--- src/rtl/sr_mon_pkg.sv ---
// Shared types for the SR flip-flop monitor: model states, check result codes, default counter width.
// Pure declarations; no clocked logic lives here.
package sr_mon_pkg;

    typedef enum logic [1:0] {
        ST_IDLE    = 2'd0,
        ST_TRACK   = 2'd1,
        ST_ILLEGAL = 2'd2
    } state_e;

    localparam logic [1:0] ERR_NONE     = 2'b00;
    localparam logic [1:0] ERR_MISMATCH = 2'b01;
    localparam logic [1:0] ERR_COMPL    = 2'b10;
    localparam logic [1:0] ERR_BOTH     = 2'b11;

    localparam int DEF_CNT_W = 8;

    // bit0: q disagrees with the model; bit1: q and qb are not complementary
    function automatic logic [1:0] chk_code(input logic q, input logic qb, input logic exp_q);
        return {qb == q, q != exp_q};
    endfunction

endpackage

--- src/rtl/sr_ff_monitor_sat_counter.sv ---
// Saturating event counter with synchronous reset and clear.
// Latency: count reflects an inc on the following edge. No backpressure; holds at all-ones.
module sat_counter #(
    parameter int W = 8
) (
    input  logic         clk,
    input  logic         rst,
    input  logic         clr,
    input  logic         inc,
    output logic [W-1:0] count
);

    always_ff @(posedge clk) begin
        if (rst || clr) begin
            count <= '0;
        end else if (inc && (count != {W{1'b1}})) begin
            count <= count + W'(1);
        end
    end

endmodule

--- src/rtl/sr_ff_monitor.sv ---
// Shadow model of an SR flip-flop that checks the observed q/qb one cycle after each stimulus.
// Latency: one edge from sample to check, fully pipelined. No backpressure; every sample is accepted.
module sr_ff_monitor
    import sr_mon_pkg::*;
#(
    parameter int CNT_W = DEF_CNT_W
) (
    input  logic             clk,
    input  logic             rst,
    input  logic             sample_en,
    input  logic             s,
    input  logic             r,
    input  logic             q,
    input  logic             qb,
    input  logic             clr,
    output logic             exp_q,
    output logic             model_valid,
    output logic             err_pulse,
    output logic             err_sticky,
    output logic [1:0]       first_err,
    output logic             illegal_pulse,
    output logic [CNT_W-1:0] chk_cnt,
    output logic [CNT_W-1:0] err_cnt,
    output logic [CNT_W-1:0] ill_cnt
);

    state_e     state;
    state_e     state_nx;
    logic       exp_nx;
    logic       chk_pend;
    logic [1:0] code;
    logic       chk_err;
    logic       ill_evt;

    always_comb begin
        state_nx = state;
        exp_nx   = exp_q;
        if (sample_en) begin
            case ({s, r})
                2'b10: begin
                    state_nx = ST_TRACK;
                    exp_nx   = 1'b1;
                end
                2'b01: begin
                    state_nx = ST_TRACK;
                    exp_nx   = 1'b0;
                end
                2'b11: state_nx = ST_ILLEGAL;
                default: ;
            endcase
        end
    end

    // exp_q already holds the value scheduled alongside chk_pend, so the check needs no extra staging
    assign code        = chk_code(q, qb, exp_q);
    assign chk_err     = chk_pend && (code != ERR_NONE);
    assign ill_evt     = sample_en && s && r;
    assign model_valid = (state == ST_TRACK);

    always_ff @(posedge clk) begin
        if (rst) begin
            state         <= ST_IDLE;
            exp_q         <= 1'b0;
            chk_pend      <= 1'b0;
            err_pulse     <= 1'b0;
            illegal_pulse <= 1'b0;
        end else begin
            state         <= state_nx;
            exp_q         <= exp_nx;
            chk_pend      <= sample_en && (state_nx == ST_TRACK);
            err_pulse     <= chk_err;
            illegal_pulse <= ill_evt;
        end
    end

    always_ff @(posedge clk) begin
        if (rst || clr) begin
            err_sticky <= 1'b0;
            first_err  <= ERR_NONE;
        end else if (chk_err && !err_sticky) begin
            err_sticky <= 1'b1;
            first_err  <= code;
        end
    end

    sat_counter #(.W(CNT_W)) u_chk_cnt (
        .clk   (clk),
        .rst   (rst),
        .clr   (clr),
        .inc   (chk_pend),
        .count (chk_cnt)
    );

    sat_counter #(.W(CNT_W)) u_err_cnt (
        .clk   (clk),
        .rst   (rst),
        .clr   (clr),
        .inc   (chk_err),
        .count (err_cnt)
    );

    sat_counter #(.W(CNT_W)) u_ill_cnt (
        .clk   (clk),
        .rst   (rst),
        .clr   (clr),
        .inc   (ill_evt),
        .count (ill_cnt)
    );

endmodule

--- config.mk ---
export PLATFORM = sky130hd
export DESIGN_NAME = sr_ff_monitor
export DESIGN_NICKNAME = d
export VERILOG_FILES = /design/src/rtl/sr_mon_pkg.sv /design/src/rtl/sr_ff_monitor_sat_counter.sv /design/src/rtl/sr_ff_monitor.sv
export SDC_FILE = /design/constraint.sdc
export NUM_CORES = 1
export LEC_CHECK = 0
export BUFFER_PORTS_ARGS = -buffer_cell sky130_fd_sc_hd__buf_4
export CORE_ASPECT_RATIO = 2
export CORE_UTILIZATION = 52
export DETAILED_ROUTE_END_ITERATION = 8
export PLACE_DENSITY = 0.78
export REMOVE_ABC_BUFFERS = 1
export SYNTH_ARGS = -nofsm -noshare
export SYNTH_HDL_FRONTEND = slang
export SYNTH_SLANG_ARGS = --single-unit
--- constraint.sdc ---
create_clock -name clk -period 1.8 [get_ports clk]
set_clock_uncertainty 0.05 [all_clocks]
set_input_delay 0.27 -clock clk [delete_from_list [all_inputs] [get_ports clk]]
set_output_delay 0.27 -clock clk [all_outputs]
set_load 0.05 [all_outputs]
==> impl_results.md <==
- Iter 0 DRT Violations: 18
- Synth unique cells: 39
- Finished Cell Area: 1980 um2
- Vias in the first global route: 1489
- Total Wirelength: 3920 um
- GRT met3 Usage: 0.0669
- RSZ-0062 raised after global routing: false
- Syn_area_per_cell: 8.55 um2
- Max Fclk: 0.592 GHz
- CTS tree: done
- Top FF cell, synth: dfxtp_1
- LEAKAGE: 0.799 nW
- GR Util All Layers: 0.274
- Post-synth top area share: 0.424
- Area leader, netlist: dfxtp_1
- Max_cap viols: 0
- Tightest Pin Transition: 587 ps
- Crit end category: register
- Cells after DPL: 247
- YS warnings: 0
- Nets: 239
- DPL Wire Length: 2940 um
- Yosys reg bits: 33
- Antenna Nets Post-Route: 0
- Synth area leaders: dfxtp_1, nor2_1, ha_1
- Area grow syn2layout: 27.4%
- First-pass GRT wire length: 6090 um
- Via density: 6.10
- Worst rel slew slack: 0.609
- N_diodes: 0
- Die height: 79.4 um
- Asr flop ratio synth: 0
- Routability congestion estimate: 0.739
- Synth Cell Area: 1560 um2
- Die X-Extent: 40.7 um
- DRC viols: 0
- Hold crit path type: input port to register
- Max incr delay on CP: 490 ps
- Clock sink count: 33
- CTS root buffer: clkbuf_8
- Initial antenna violation count: 0
- Post-place setup slack: 113 ps
- First-pass DRT Iterations: 5
- Pwr dens: 743 nW/um2
- Port buffer count: 38
- Fin worst setup slack: 110 ps
- Crit path max fanout: 8
- Full die area: 3230 um2
- Crit-path cells: ha_1 > nand3_1 > nor2_1 > or4b_1 > a21oi_1
- Post-synth EDFFs: 0
- Initial Utilization: 0.555
- CP Class: register to register
- Latest clock arrival within the worst-skew pair: 290 ps
- Largest vdd supply drop: 0.000633 V
- Gr busiest metal: met2
- Final setup fails: 0
- Top-Level Pins: 39
- Fin. Hold Viols: 0
- Fin crit period: 1690 ps
- Gate Count Post-Synth: 182
- Remaining Overflow, GRT: 0
- Reg clk slew, reported paths: 70 ps
- Rows: 27
- CP Launch Type: register
- Final std cells w/o fill: 255
- Met2 Track Usage GR: 0.513
- CP Data Arrival Time: 1850 ps
- Data required time of the worst path: 1960 ps
- Vias: 1555
- Share of cells above drive strength 1: 0.235
- Post-synthesis sequential area ratio: 0.424
- Met1 Use GR: 0.225
- CTS Hold Buffers Added: 0
- DP Area: 1880 um2
- Total core area: 2800 um2
- Number of buffers created by CTS: 5
- CTS HTree Levels: 2
- # Post-CTS Setup Buffers: 0
- Final worst path period share: 0.939
- Largest net degree at the start of global routing: 24
- Outcome: completed
- Slowest-stage cell, CP: or4b_1
- WL per Instance: 15.4 um
- Clock buffer depth: 2
- PostCTS Resize Cnt: 0
- Max Slew Vio Count: 0
==> path summary, 6_finish.rpt <==
check	from	to	slack (ps)	depth (start not counted)
max	u_err_cnt.count[0]	u_err_cnt.count[5]	110	5
min	rst	err_pulse	140	2
max reg2reg	u_err_cnt.count[0]	u_err_cnt.count[5]	110	5
min reg2reg	state[0]	state[0]	420	2
==> critical path, delay by kind of cell, from the launching register on <==
family | cells | cell delay, ps
adder cells (fa/ha/maj) | 1 | 240
AO/OA/AOI/OAI | 1 | 150
AND/OR/NAND/NOR | 3 | 830
flip-flops | 1 | 350
==> layer usage <==
layer  share of wire  vias to the layer above
li1                -                      756
met1            0.34                      752
met2            0.58                       38
met3           0.042                        9
met4           0.030                        0
met5               0                        -
==> Yosys cell counts, drive strengths merged (4+ instances only) <==
| cell | instances |
|---|---|
| o21ai | 9 |
| dfxtp | 33 |
| xor2 | 4 |
| inv | 7 |
| nor2 | 22 |
| nand2 | 13 |
| and3 | 5 |
| ha | 6 |
| a21oi | 13 |
| nand3 | 10 |
| or3 | 4 |
| nand4 | 4 |
| a211oi | 5 |
| mux2i | 5 |
| nor3 | 6 |
==> area by class of cell <==
class                   count  area, um2
multi-input cells         138        858
fillers                   246        821
flip-flops and latches     33        661
repair buffers             40        300
clock buffers               7       96.3
well taps                  29       36.3
inverters                   7       26.3
clock inverters             1       5.00
==> flip-flops by register name, summed over array words and instances (netlist names) <==
register and flops:
chk_pend 1, err_pulse 1, err_sticky 1, exp_q 1, first_err 2, illegal_pulse 1, state 2, u_chk_cnt.count 8
u_err_cnt.count 8, u_ill_cnt.count 8
==> report_power, final <==
part | switching, mW | total, mW | internal (mW)
combinational | 0.0697 | 0.111 | 0.0412
sequential | 0.00801 | 0.746 | 0.738
clock | 0.272 | 0.617 | 0.346
total | 0.350 | 1.47 | 1.12
==> metrics by stage <==
step	total power [mW]	hold slack (ps)	TNS, ps	util
floorplan	0.827	292	-176	-
global placement	0.869	404	0	0.669
detailed placement	0.872	411	0	0.669
CTS	1.48	137	0	0.705
global route	1.51	146	0	0.707
finish	1.47	144	0	0.707
==> kinds of logic after synthesis <==
| logic type | synth area share |
|---|---|
| AND/OR/NAND/NOR | 0.262 |
| adder cells (fa/ha/maj) | 0.0482 |
| AO/OA/AOI/OAI | 0.178 |
| multiplexers | 0.0322 |
| flip-flops | 0.424 |
| buffers and inverters | 0.0273 |
| XOR/XNOR | 0.0281 |
==> cell usage in the layout, fill, tap and decap left out, types with 2 or more instances in the layout <==
cell type  instances
a311oi_1           2
a211oi_1           5
dfxtp_1           33
mux2i_1            5
and4_1             2
nand3b_1           2
clkbuf_8           7
xor2_1             4
nor4_1             3
o21ai_0            8
o211ai_1           3
inv_1              7
nand4_1            4
nand2_1           13
and3_1             5
nor3_1             6
buf_4             40
a21oi_1           13
nor2_1            22
or3_1              4
nand3_1           10
a31oi_1            2
ha_1               6
nor2b_1            2
No activity file was read; power rests on OpenSTA's default activity.
